===== src/rtl/demod_pkg.sv =====
// Shared definitions for the QPSK demodulator lock supervisor.
package demod_pkg;

    typedef enum logic [2:0] {
        ST_IDLE   = 3'd0,
        ST_RESYNC = 3'd1,
        ST_SETTLE = 3'd2,
        ST_SEARCH = 3'd3,
        ST_VERIFY = 3'd4,
        ST_LOCKED = 3'd5
    } state_t;

    localparam int FRAME_BITS = 40;
    localparam int TMR_W      = 16;
    localparam int CNT_W      = 8;

    // |v| with the single unrepresentable value -32768 clamped to 32767
    function automatic logic [15:0] abs_sat16(input logic signed [15:0] v);
        if (v == 16'sh8000)
            return 16'h7FFF;
        else if (v[15])
            return ~v + 16'd1;
        else
            return v;
    endfunction

endpackage


===== src/rtl/pe_monitor.sv =====
// Phase-error supervisor: counts consecutive over-threshold symbol decisions
// while active and raises pe_loss once the run length reaches PE_MAX.
module pe_monitor
    import demod_pkg::*;
#(
    parameter int PE_THRESH = 4096,
    parameter int PE_MAX    = 40
)
(
    input  logic               clk,
    input  logic               rst,
    input  logic               active,
    input  logic               sync_flag,
    input  logic signed [15:0] phase_error,
    output logic               pe_loss
);

    logic [15:0]      mag;
    logic             over;
    logic [CNT_W-1:0] pe_cnt_q;
    logic [CNT_W-1:0] pe_cnt_d;

    always_comb begin
        mag      = abs_sat16(phase_error);
        over     = (mag > 16'(PE_THRESH));
        pe_cnt_d = pe_cnt_q;
        if (!active)
            pe_cnt_d = '0;
        else if (sync_flag) begin
            if (!over)
                pe_cnt_d = '0;
            else if (pe_cnt_q != CNT_W'(PE_MAX))
                pe_cnt_d = pe_cnt_q + 1'b1;
        end
        // reflects the count including the current sample, so the FSM leaves on the next edge
        pe_loss = active && (pe_cnt_d == CNT_W'(PE_MAX));
    end

    always_ff @(posedge clk or posedge rst) begin
        if (rst)
            pe_cnt_q <= '0;
        else
            pe_cnt_q <= pe_cnt_d;
    end

endmodule


===== src/rtl/demod_lock_ctrl.sv =====
// Acquisition and lock supervisor for the QPSK demodulator datapath.
//   state  | meaning
//   IDLE   | disabled, datapath held in reset
//   RESYNC | datapath reset pulse of RST_CYC cycles
//   SETTLE | filter/DDS settling, flags ignored
//   SEARCH | waiting for first good frame
//   VERIFY | counting consecutive good frames
//   LOCKED | forwarding frames, watching misses and phase error
module demod_lock_ctrl
    import demod_pkg::*;
#(
    parameter int RST_CYC    = 16,
    parameter int SETTLE_CYC = 2000,
    parameter int FRAME_WIN  = 2200,
    parameter int SEARCH_TO  = 8000,
    parameter int LOCK_CNT   = 3,
    parameter int MISS_MAX   = 2,
    parameter int PE_THRESH  = 4096,
    parameter int PE_MAX     = 40
)
(
    input  logic                  clk,
    input  logic                  rst,
    input  logic                  enable,
    input  logic                  header_flag,
    input  logic                  valid_flag,
    input  logic                  sync_flag,
    input  logic signed [15:0]    phase_error,
    input  logic [FRAME_BITS-1:0] data_in,
    output logic                  dp_rst,
    output logic                  locked,
    output logic [FRAME_BITS-1:0] data_out,
    output logic                  data_valid,
    output logic [2:0]            state,
    output logic [15:0]           frame_cnt,
    output logic [7:0]            resync_cnt
);

    state_t                state_q, state_d;
    logic [TMR_W-1:0]      timer_q, timer_d;
    logic [CNT_W-1:0]      good_q, good_d;
    logic [CNT_W-1:0]      miss_q, miss_d;
    logic                  dp_rst_q, dp_rst_d;
    logic                  locked_q, locked_d;
    logic [FRAME_BITS-1:0] data_out_q, data_out_d;
    logic                  data_valid_q, data_valid_d;
    logic [15:0]           frame_cnt_q, frame_cnt_d;
    logic [7:0]            resync_cnt_q, resync_cnt_d;

    logic pe_active;
    logic pe_loss;
    logic win_hit;
    logic miss_loss;
    logic loss;
    logic fwd;

    assign pe_active = (state_q == ST_LOCKED);
    assign win_hit   = (timer_q == TMR_W'(FRAME_WIN - 1));
    // miss loss is judged without regard to valid_flag so it beats a frame on the same cycle
    assign miss_loss = pe_active && win_hit && ((miss_q + 1'b1) == CNT_W'(MISS_MAX));
    assign loss      = miss_loss || pe_loss;

    pe_monitor #(
        .PE_THRESH (PE_THRESH),
        .PE_MAX    (PE_MAX)
    ) u_pe_monitor (
        .clk         (clk),
        .rst         (rst),
        .active      (pe_active),
        .sync_flag   (sync_flag),
        .phase_error (phase_error),
        .pe_loss     (pe_loss)
    );

    always_ff @(posedge clk or posedge rst) begin
        if (rst) begin
            state_q      <= ST_IDLE;
            timer_q      <= '0;
            good_q       <= '0;
            miss_q       <= '0;
            dp_rst_q     <= 1'b1;
            locked_q     <= 1'b0;
            data_out_q   <= '0;
            data_valid_q <= 1'b0;
            frame_cnt_q  <= '0;
            resync_cnt_q <= '0;
        end else begin
            state_q      <= state_d;
            timer_q      <= timer_d;
            good_q       <= good_d;
            miss_q       <= miss_d;
            dp_rst_q     <= dp_rst_d;
            locked_q     <= locked_d;
            data_out_q   <= data_out_d;
            data_valid_q <= data_valid_d;
            frame_cnt_q  <= frame_cnt_d;
            resync_cnt_q <= resync_cnt_d;
        end
    end

    always_comb begin
        state_d = state_q;
        timer_d = timer_q + 1'b1;
        good_d  = good_q;
        miss_d  = miss_q;
        case (state_q)
            ST_IDLE: begin
                if (enable)
                    state_d = ST_RESYNC;
            end
            ST_RESYNC: begin
                if (timer_q == TMR_W'(RST_CYC - 1))
                    state_d = ST_SETTLE;
            end
            ST_SETTLE: begin
                if (timer_q == TMR_W'(SETTLE_CYC - 1))
                    state_d = ST_SEARCH;
            end
            ST_SEARCH: begin
                if (valid_flag) begin
                    state_d = ST_VERIFY;
                    good_d  = CNT_W'(1);
                end else if (timer_q == TMR_W'(SEARCH_TO - 1))
                    state_d = ST_RESYNC;
                else if (header_flag)
                    timer_d = '0;
            end
            ST_VERIFY: begin
                if (valid_flag) begin
                    good_d  = good_q + 1'b1;
                    timer_d = '0;
                    if (good_d == CNT_W'(LOCK_CNT))
                        state_d = ST_LOCKED;
                end else if (win_hit) begin
                    state_d = ST_SEARCH;
                    good_d  = '0;
                end else if (header_flag)
                    timer_d = '0;
            end
            ST_LOCKED: begin
                if (loss)
                    state_d = ST_RESYNC;
                else if (valid_flag) begin
                    timer_d = '0;
                    miss_d  = '0;
                end else if (win_hit) begin
                    timer_d = '0;
                    miss_d  = miss_q + 1'b1;
                end
            end
            default: state_d = ST_IDLE;
        endcase

        if (!enable)
            state_d = ST_IDLE;
        if (state_d != state_q)
            timer_d = '0;
        if (state_d != ST_VERIFY)
            good_d = '0;
        if (state_d != ST_LOCKED)
            miss_d = '0;
    end

    always_comb begin
        fwd          = enable && (state_q == ST_LOCKED) && valid_flag && !loss;
        dp_rst_d     = (state_d == ST_IDLE) || (state_d == ST_RESYNC);
        locked_d     = (state_d == ST_LOCKED);
        data_valid_d = fwd;
        data_out_d   = fwd ? data_in : data_out_q;
        frame_cnt_d  = fwd ? frame_cnt_q + 16'd1 : frame_cnt_q;
        resync_cnt_d = resync_cnt_q;
        if ((state_d == ST_RESYNC) && (state_q != ST_RESYNC) && (state_q != ST_IDLE) &&
            (resync_cnt_q != 8'hFF))
            resync_cnt_d = resync_cnt_q + 8'd1;
    end

    assign dp_rst     = dp_rst_q;
    assign locked     = locked_q;
    assign data_out   = data_out_q;
    assign data_valid = data_valid_q;
    assign state      = state_q;
    assign frame_cnt  = frame_cnt_q;
    assign resync_cnt = resync_cnt_q;

endmodule


===== config.mk =====
export PLATFORM = sky130hd
export DESIGN_NAME = demod_lock_ctrl
export DESIGN_NICKNAME = d
export VERILOG_FILES = /design/src/rtl/demod_pkg.sv /design/src/rtl/pe_monitor.sv /design/src/rtl/demod_lock_ctrl.sv
export SDC_FILE = /design/constraint.sdc
export NUM_CORES = 1
export LEC_CHECK = 0
export CORE_ASPECT_RATIO = 0.7
export CORE_MARGIN = 2
export CORE_UTILIZATION = 46
export CTS_CLUSTER_SIZE = 20
export DETAILED_ROUTE_END_ITERATION = 8
export PLACE_DENSITY = 0.72
export SLEW_MARGIN = 0
export SYNTH_ARGS = -nofsm -noshare
export SYNTH_HDL_FRONTEND = slang
export SYNTH_SLANG_ARGS = --single-unit

===== constraint.sdc =====
create_clock -name clk -period 5.2 [get_ports clk]
set_clock_uncertainty 0.05 [all_clocks]
set_input_delay 1.04 -clock clk [delete_from_list [all_inputs] [get_ports clk]]
set_output_delay 1.04 -clock clk [all_outputs]
set_load 0.02 [all_outputs]

==> results.py, run 1 <==
metrics = {
    "worst_setup_path": {
        "cp_max_fo": 20,
        "worst-r2r-setup-slack_ns": 1.66,
        "ff2ff_path_depth": 9,
        "crit_buf_inv": 5,
        "path_cells": "clkdlybuf4s50_1, inv_1, ha_1, or3b_1, nor4_2, nand3b_1, o21ai_1, a2111o_1, a31oi_2, a21boi_2, buf_4, o21ai_1, buf_4, inv_1, o21a_1",
        "arrival_ns": 4.43,
        "worstSetupPathType": "in2reg",
        "crit_family": "compound AO/OA/AOI/OAI gates",
        "r2r_end": "resync_cnt[1]$_DFFE_PP0P_",
        "reg2reg_from": "state[2]$_DFF_PP0_",
        "crit_end": "miss_q[0]$_DFFE_PP0P_",
        "cp-end-kind": "register",
        "required_ns": 5.39,
        "crit_path_top_delay_cell": "clkdlybuf4s50_1",
        "critPathLaunch": "phase_error[1]",
        "cp_num_cells": 15,
        "max_stage_delay_ns": 0.49,
        "cp-start-kind": "input pin",
    },
    "yosys": {
        "synth_edf_count": 0,
        "synthArstFlopShare_pct": 100,
        "syn_area_sq_um": 6060,
        "synth-seq-area-share_pct": 45.4,
        "syn_avg_cell_area_sq_um": 10.1,
        "synth_cell_type_count": 68,
        "synth_warnings": 0,
        "syn_nets": 672,
        "ys.flop_type": "dfrtp_1",
        "ys_ff_latch": 110,
        "synth_cells": 600,
    },
    "hold_path": {
        "hold_start": "frame_cnt[15]$_DFFE_PP0P_",
        "hold_path.class": "reg2reg",
    },
    "die": {
        "die_width_microns": 141,
        "core_sq_um": 13000,
        "die-area_sq_um": 14100,
        "row_count": 35,
        "initial_core_util_pct": 46.6,
        "ioPinCount": 132,
        "die_h_microns": 100,
    },
    "clocking": {
        "cts_made_buffers": 9,
        "cts_tree": "yes",
        "cts-resized-gates": 0,
        "clockBufferDepth": 2,
        "clk_pin_slew_worst_paths_ns": 0.07,
        "cts_hold_buf": 0,
        "htreeDepth": 3,
        "root_buffer": "clkbuf_16",
        "postCtsSetupBuffers": 0,
        "worstSkewPairLatency_ns": 0.34,
        "cts_sinks": 110,
    },
    "power_and_ir_drop": {
        "p_sw_share_pct": 22.7,
        "ir_drop_v": 0.000165,
        "p_per_area_nw_per_um2": 211,
        "pwr-share-seq_pct": 52.5,
        "p_int_uw": 1270,
        "power.switching_uw": 372,
        "p_leak_uw": 0.00333,
        "clockPowerShare_pct": 40.3,
        "p_comb_share_pct": 7.2,
        "finalPower_uw": 1640,
    },
    "final_layout": {
        "final_cell_mix": "clkdlybuf4s50_1 (131), dfrtp_1 (109), nor2_1 (65)",
        "n_antenna_cell": 0,
        "syn2layout_area_growth_pct": 28.3,
        "nNetsFinal": 795,
        "fillers": 1065,
        "multi_input_area_sq_um": 3090,
        "regArea_sq_um": 2750,
        "final_common_cell": "clkdlybuf4s50_1",
        "drive_gt1_share_pct": 12.4,
    },
    "global_route": {
        "grt_pass1_vias": 4657,
        "grt_usage_pct": 20.3,
        "overflow": 0,
        "grt_use_met2_pct": 31.5,
        "grt_pass1_wl_mm": 23.4,
        "grt_max_degree": 82,
        "grt_util_met1_pct": 29.7,
        "grt_antenna_before_repair": 0,
        "grt.busiest_layer": "met2",
        "met3_usage_pct": 4.34,
    },
    "sta": {
        "post-route-period-util_pct": 81.7,
        "setup_viol": 0,
        "worstMarginPinSlew_ns": 0.988,
        "rsz0062_at_grt": "false",
        "hold_viol": 0,
        "final_max_slew_viol_count": 0,
        "tns_ns": 0,
        "relSlewSlack_pct": 34.1,
        "period_needed_ns": 4.25,
        "fmax_mhz": 235,
        "hold_slack_ns": 0.421,
    },
    "route": {
        "drt_iter0_markers": 367,
        "drt_wl_total_mm": 14.3,
        "routed_via_density": 5.61,
        "vias": 5012,
        "wl_per_cell_microns": 16.0,
        "antenna_left": 0,
        "dr.pass1.iters": 5,
        "route.detailed.drc": 0,
    },
    "place": {
        "port_buffers": 131,
        "place_hpwl_mm": 10.4,
        "gp_congestion": 0.894,
    },
    "flow_run": {
        "cap_violations": 0,
    },
    "outcome": {
        "status": "finished, final reports clean",
    },
}
## worst min-delay path by stage
| stage | to | slack, ns | depth (start not counted) |
|---|---|---|---|
| final | frame_cnt[15]$_DFFE_PP0P_ | 0.42 | 1 |
| after global placement | frame_cnt[15]$_DFFE_PP0P_ | 0.41 | 1 |
| after global routing | frame_cnt[15]$_DFFE_PP0P_ | 0.44 | 1 |
| after floorplan | timer_q[0]$_DFF_PP0_ | 0.40 | 1 |
| after CTS | frame_cnt[15]$_DFFE_PP0P_ | 0.43 | 1 |
| after detailed placement | frame_cnt[15]$_DFFE_PP0P_ | 0.41 | 1 |
## synth_stat cells, drive strengths merged, types with 2 or more instances
cell type,number,area share (%)
o21ai,25,2.3
nor3b,6,0.74
mux2,43,8.0
nand3b,2,0.25
and2,4,0.45
xor2,22,3.2
or3b,2,0.29
o21a,2,0.25
o2111ai,3,0.43
nand4,16,1.8
or4,9,1.1
a31o,4,0.58
nor2,65,4.0
ha,10,2.1
and3,16,1.7
nor4b,3,0.68
or3,8,0.91
inv,20,1.2
a31oi,14,1.8
a311oi,5,0.83
nand2,42,2.7
a21oi,26,2.1
nor4,14,2.2
o31a,2,0.29
nand2b,4,0.41
o21bai,2,0.25
o22ai,4,0.41
nor2b,9,0.93
a211o,4,0.60
clkbuf,16,0.99
dfrtp,109,45
xnor2,25,3.6
nor3,13,1.1
buf,8,1.3
mux2i,2,0.33
nand3,27,2.3
## routing by layer
layer / vias up / wire length [microns]
li1: 2417 / -
met1: 2435 / 6780
met2: 150 / 6540
met3: 10 / 839
met4: 0 / 120
met5: - / 0
## registers in the layout, indices dropped and copies added (netlist names)
name / flops
miss_q: 8
data_valid: 1
dp_rst: 1
good_q: 8
data_out: 40
frame_cnt: 16
timer_q: 16
state: 3
resync_cnt: 8
locked: 1
u_pe_monitor.pe_cnt_q: 8
## area by class of cell
| class | instances | area share, % |
|---|---|---|
| Timing Repair Buffer | 136 | 17.5 |
| Inverter | 20 | 0.997 |
| Sequential cell | 110 | 35.4 |
| Clock buffer | 12 | 3.30 |
| Clock inverter | 4 | 0.386 |
| Multi-Input combinational cell | 446 | 39.8 |
| Tap cell | 166 | 2.67 |
## power groups by stage
stage	clock [uW]	sequential, uW	combinational [uW]
3_3_place_gp	0	878	116
2_1_floorplan	0	877	53.9
6_report	662	862	118
3_5_place_dp	0	878	118
4_1_cts	679	861	119
5_1_grt	713	862	131
## per-stage QoR
step / utilization (%) / std cells / worst slack, ns / area, sq um
after floorplan: - / 600 / 1.21 / 6060
after global routing: 59.8 / 894 / 0.750 / 7780
after CTS: 59.8 / 894 / 0.983 / 7780
after global placement: 57.6 / 878 / 0.769 / 7490
after detailed placement: 57.6 / 878 / 0.627 / 7490
final: 59.8 / 894 / 0.950 / 7780
## kinds of logic after synthesis
logic type / count (synthesis) / share of synthesized area [%]
fa+ha+maj: 10 / 2.06
mux: 45 / 8.32
simple gates: 241 / 21.7
flops: 110 / 45.4
xor+xnor: 47 / 6.79
buf+inv: 44 / 3.55
compound gates: 103 / 12.2
(Power assumes the default switching activity.)
==> run 2: changes to the inputs <==
==> constraint.sdc (replaced) <==
create_clock -name clk -period 4 [get_ports clk]
set_clock_uncertainty 0.05 [all_clocks]
set_input_delay 0.8 -clock clk [delete_from_list [all_inputs] [get_ports clk]]
set_output_delay 0.8 -clock clk [all_outputs]
set_load 0.02 [all_outputs]
==> results.py, run 2 (synthesis results as in run 1) <==
metrics = {
    "power_and_ir_drop": {
        "p_leak_uw": 0.00344,
        "ir_drop_v": 0.000262,
        "finalPower_uw": 2200,
        "p_per_area_nw_per_um2": 276,
    },
    "die": {
        "die-area_sq_um": 14100,
        "row_count": 35,
        "die_h_microns": 100,
        "ioPinCount": 132,
        "core_sq_um": 13000,
        "initial_core_util_pct": 46.6,
        "die_width_microns": 141,
    },
    "clocking": {
        "cts_made_buffers": 9,
        "cts_hold_buf": 0,
        "htreeDepth": 3,
        "worstSkewPairLatency_ns": 0.34,
        "cts_sinks": 110,
        "clockBufferDepth": 2,
        "cts-resized-gates": 0,
        "postCtsSetupBuffers": 0,
        "root_buffer": "clkbuf_16",
        "cts_tree": "yes",
        "clk_pin_slew_worst_paths_ns": 0.07,
    },
    "worst_setup_path": {
        "r2r_end": "data_out[35]$_DFFE_PP0P_",
        "crit_end": "data_out[35]$_DFFE_PP0P_",
        "max_stage_delay_ns": 0.45,
        "crit_path_top_delay_cell": "clkdlybuf4s50_1",
        "required_ns": 4.18,
        "ff2ff_path_depth": 8,
        "worstSetupPathType": "in2reg",
        "critPathLaunch": "phase_error[1]",
        "cp-end-kind": "register",
        "crit_buf_inv": 3,
        "crit_family": "simple AND/OR/NAND/NOR gates",
        "cp_max_fo": 42,
        "arrival_ns": 3.95,
        "cp_num_cells": 13,
        "worst-r2r-setup-slack_ns": 0.76,
        "reg2reg_from": "timer_q[6]$_DFF_PP0_",
        "path_cells": "clkdlybuf4s50_1, inv_1, ha_1, nor3b_1, mux2_2, a311oi_1, or3_1, a211o_1, a31oi_4, a21boi_2, nand3_2, buf_12, mux2_2",
        "cp-start-kind": "input pin",
        "path_common_cell": "mux2_2",
    },
    "global_route": {
        "grt_max_degree": 84,
        "grt_usage_pct": 21.8,
        "grt_pass1_wl_mm": 25.0,
        "overflow": 0,
        "grt_pass1_vias": 5000,
        "grt_antenna_before_repair": 0,
    },
    "sta": {
        "rsz0062_at_grt": "false",
        "hold_viol": 0,
        "post-route-period-util_pct": 94.4,
        "relSlewSlack_pct": 33.2,
        "fmax_mhz": 265,
        "period_needed_ns": 3.78,
        "final.setup.worst_slack_ns": 0.224,
        "setup_viol": 0,
        "worstMarginPinSlew_ns": 1.00,
        "final_max_slew_viol_count": 0,
    },
    "route": {
        "routed_via_density": 5.64,
        "route.detailed.drc": 0,
        "vias": 5159,
        "drt_wl_total_mm": 15.1,
        "wl_per_cell_microns": 16.5,
        "dr.pass1.iters": 5,
        "drt_iter0_markers": 409,
        "antenna_left": 0,
    },
    "place": {
        "place_hpwl_mm": 11.2,
        "gp_congestion": 0.908,
        "pre_cts_slack_ns": -0.0881,
        "port_buffers": 131,
    },
    "final_layout": {
        "final_common_cell": "clkdlybuf4s50_1",
        "final_cell_mix": "clkdlybuf4s50_1 (131), dfrtp_1 (109), nor2_1 (65)",
        "syn2layout_area_growth_pct": 31.6,
        "nNetsFinal": 815,
        "drive_gt1_share_pct": 14.8,
        "largest_reg_flops": 40,
        "n_antenna_cell": 0,
    },
    "hold_path": {
        "hold_path.class": "reg2reg",
        "hold_start": "frame_cnt[14]$_DFFE_PP0P_",
    },
    "flow_run": {
        "cap_violations": 0,
    },
    "outcome": {
        "status": "finished, final reports clean",
    },
}
## run 2: changes by cell type in the layout (fill, tap and decap cells not counted), sizes merged
cell | previous run | this run
clkinvlp | 1 | 2
buf | 5 | 25
bufinv | 0 | 1
clkbuf | 12 | 10
## run 2: worst min path at each step
stage                                end  slack [ns]  cells past startpoint
2_1_floorplan       timer_q[0]$_DFF_PP0_        0.40                      1
3_3_place_gp   frame_cnt[15]$_DFFE_PP0P_        0.41                      1
3_5_place_dp   frame_cnt[15]$_DFFE_PP0P_        0.42                      1
4_1_cts        frame_cnt[14]$_DFFE_PP0P_        0.45                      1
5_1_grt        frame_cnt[14]$_DFFE_PP0P_        0.46                      1
6_report       frame_cnt[14]$_DFFE_PP0P_        0.45                      1
## run 2: final cells by class
class                      instances  area [sq um]
clock buffer                      10           239
tap                              166           208
fill                            1058          5030
sequential                       110          2750
clock inverter                     6          70.1
inverter                          20          77.6
timing repair buffer             156          1540
multi-input combinational        446          3090
## run 2: routing by layer
layer / wire length, microns / vias up / global-route usage, %
li1: - / 2449 / -
met1: 7010 / 2510 / 31.3
met2: 6910 / 172 / 34.0
met3: 887 / 28 / 4.77
met4: 272 / 0 / 5.38
met5: 0 / - / 0
## run 2: worst register-to-register path, cell delays in order, from the launching register on
cell and delay, ns:
dfrtp_1 0.47, or4_1 0.61, nor4_4 0.30, nand2_1 0.31
o31a_1 0.44, a21boi_2 0.20, nand3_2 0.10, buf_12 0.24
mux2_2 0.40
## run 2: through the flow
step / util (%) / setup TNS [ns] / instances / area [sq um] / hold slack [ns]
finish: 61.3 / 0 / 914 / 7980 / 0.448
global route: 61.3 / 0 / 914 / 7980 / 0.460
CTS: 61.3 / 0 / 914 / 7980 / 0.450
detailed placement: 59.0 / -3.25 / 898 / 7670 / 0.423
global placement: 59.0 / 0 / 898 / 7670 / 0.412
floorplan: - / 0 / 600 / 6060 / 0.400
## run 2: where the power goes
| part | internal, uW | total [uW] | switching (uW) |
|---|---|---|---|
| clock network | 507 | 910 | 403 |
| registers | 1110 | 1120 | 5.59 |
| logic | 85.9 | 168 | 82.6 |
| total | 1710 | 2200 | 491 |
==> run 3: changes to the inputs <==
--- a/config.mk
+++ b/config.mk
@@ -5,12 +5,15 @@
 export SDC_FILE = /design/constraint.sdc
 export NUM_CORES = 1
 export LEC_CHECK = 0
+export CELL_PAD_IN_SITES_DETAIL_PLACEMENT = 0
+export CELL_PAD_IN_SITES_GLOBAL_PLACEMENT = 2
 export CORE_ASPECT_RATIO = 0.7
 export CORE_MARGIN = 2
-export CORE_UTILIZATION = 46
+export CORE_UTILIZATION = 32
 export CTS_CLUSTER_SIZE = 20
 export DETAILED_ROUTE_END_ITERATION = 8
-export PLACE_DENSITY = 0.72
+export GPL_ROUTABILITY_DRIVEN = 0
+export PLACE_DENSITY = 0.79
 export SLEW_MARGIN = 0
 export SYNTH_ARGS = -nofsm -noshare
 export SYNTH_HDL_FRONTEND = slang
==> results.py, run 3 (synthesis results as in run 1) <==
metrics = {
    "clocking": {
        "cts_made_buffers": 9,
        "clockBufferDepth": 2,
        "clk_pin_slew_worst_paths_ns": 0.08,
        "htreeDepth": 3,
        "postCtsSetupBuffers": 0,
        "cts_tree": "yes",
        "worstSkewPairLatency_ns": 0.34,
        "cts-resized-gates": 0,
        "cts_hold_buf": 0,
        "cts_sinks": 110,
        "root_buffer": "clkbuf_16",
    },
    "worst_setup_path": {
        "cp-start-kind": "input pin",
        "cp-end-kind": "register",
        "required_ns": 4.18,
        "arrival_ns": 3.87,
        "cp_max_fo": 28,
        "worstSetupPathType": "in2reg",
    },
    "route": {
        "wl_per_cell_microns": 15.7,
        "route.detailed.drc": 0,
        "dr.pass1.iters": 4,
        "wl_met1_mm": 7.86,
        "antenna_left": 0,
        "drt_wl_total_mm": 15.6,
        "vias": 4983,
        "routed.top_layer": "met4",
        "met2_length_mm": 7.13,
        "drt_iter0_markers": 269,
        "route.met3.wl_microns": 535,
        "routed_via_density": 5.01,
    },
    "power_and_ir_drop": {
        "p_leak_uw": 0.00346,
        "p_per_area_nw_per_um2": 265,
        "finalPower_uw": 2150,
        "ir_drop_v": 0.000168,
    },
    "global_route": {
        "grt_antenna_before_repair": 0,
        "grt_usage_pct": 16.1,
        "overflow": 0,
        "grt_pass1_vias": 4809,
        "grt_max_degree": 67,
        "grt_pass1_wl_mm": 25.9,
    },
    "die": {
        "die_width_microns": 169,
        "ioPinCount": 132,
        "core_sq_um": 18800,
        "initial_core_util_pct": 32.3,
        "die_h_microns": 119,
        "die-area_sq_um": 20100,
        "row_count": 42,
    },
    "sta": {
        "post-route-period-util_pct": 92.2,
        "setup_viol": 0,
        "fmax_mhz": 271,
        "final_max_slew_viol_count": 0,
        "period_needed_ns": 3.69,
        "worstMarginPinSlew_ns": 0.591,
        "relSlewSlack_pct": 60.6,
        "hold_slack_ns": 0.433,
        "rsz0062_at_grt": "false",
        "hold_viol": 0,
    },
    "final_layout": {
        "nNetsFinal": 820,
        "n_antenna_cell": 0,
        "fillers": 1798,
        "final_common_cell": "clkdlybuf4s50_1",
        "drive_gt1_share_pct": 15.3,
        "final_cell_mix": "clkdlybuf4s50_1 (131), dfrtp_1 (109), nor2_1 (65)",
        "largest_reg_flops": 40,
        "syn2layout_area_growth_pct": 33.7,
    },
    "place": {
        "place_hpwl_mm": 11.7,
        "port_buffers": 131,
    },
    "hold_path": {
        "hold_path.class": "reg2reg",
    },
    "flow_run": {
        "cap_violations": 0,
    },
    "outcome": {
        "status": "finished, final reports clean",
    },
}
-- run 3: report_power, final --
part | total (uW) | switching [uW] | internal (uW)
clock network | 864 | 432 | 431
registers | 1120 | 5.74 | 1110
logic | 169 | 80.3 | 88.7
-- run 3: final cells by class --
class	count	area (sq um)	area share [%]
Clock buffer	9	225	2.78
Clock inverter	6	55.1	0.679
Inverter	20	77.6	0.957
Multi-Input combinational cell	446	3090	38.2
Sequential cell	110	2750	34.0
Tap cell	242	303	3.73
Timing Repair Buffer	161	1600	19.7
-- run 3: path summary, 6_finish.rpt --
path                                            from                        end  slack [ns]  cells after the start
min in group asynchronous                        rst   data_out[30]$_DFFE_PP0P_        0.82                      2
setup reg to reg                timer_q[6]$_DFF_PP0_    data_out[7]$_DFFE_PP0P_        0.80                      8
max in group asynchronous                        rst           dp_rst$_DFF_PP1_        2.27                      3
hold reg to reg            frame_cnt[15]$_DFFE_PP0P_  frame_cnt[15]$_DFFE_PP0P_        0.43                      1
setup / recovery                      phase_error[1]    data_out[7]$_DFFE_PP0P_        0.31                     13
hold / removal             frame_cnt[15]$_DFFE_PP0P_  frame_cnt[15]$_DFFE_PP0P_        0.43                      1
-- run 3: per-layer routing --
metal  global-route usage (%)  up-vias
met2                     23.3       83
met4                     3.29        0
met5                        0        -
met3                     2.82        6
li1                         -     2470
met1                     25.0     2424
-- run 3: metrics by stage --
stage	TNS, ns	worst slack (ns)	instances	area [sq um]	util [%]
2_1_floorplan	0	0.249	600	6060	-
3_3_place_gp	0	0.0407	979	7830	41.7
3_5_place_dp	-1.55	-0.0589	979	7830	41.7
4_1_cts	0	0.303	994	8110	43.2
5_1_grt	0	0.0886	994	8110	43.2
6_report	0	0.311	994	8110	43.2
-- run 3: worst max-delay path, cell delays in order --
cell and delay [ns]:
clkdlybuf4s50_1 0.44, inv_1 0.07, ha_1 0.17, or3b_1 0.41
nor4_2 0.25, nand3b_1 0.14, o21ai_1 0.09, a2111o_1 0.46
a31oi_2 0.22, a21boi_2 0.11, nand3_2 0.13, buf_12 0.21
mux2_2 0.36
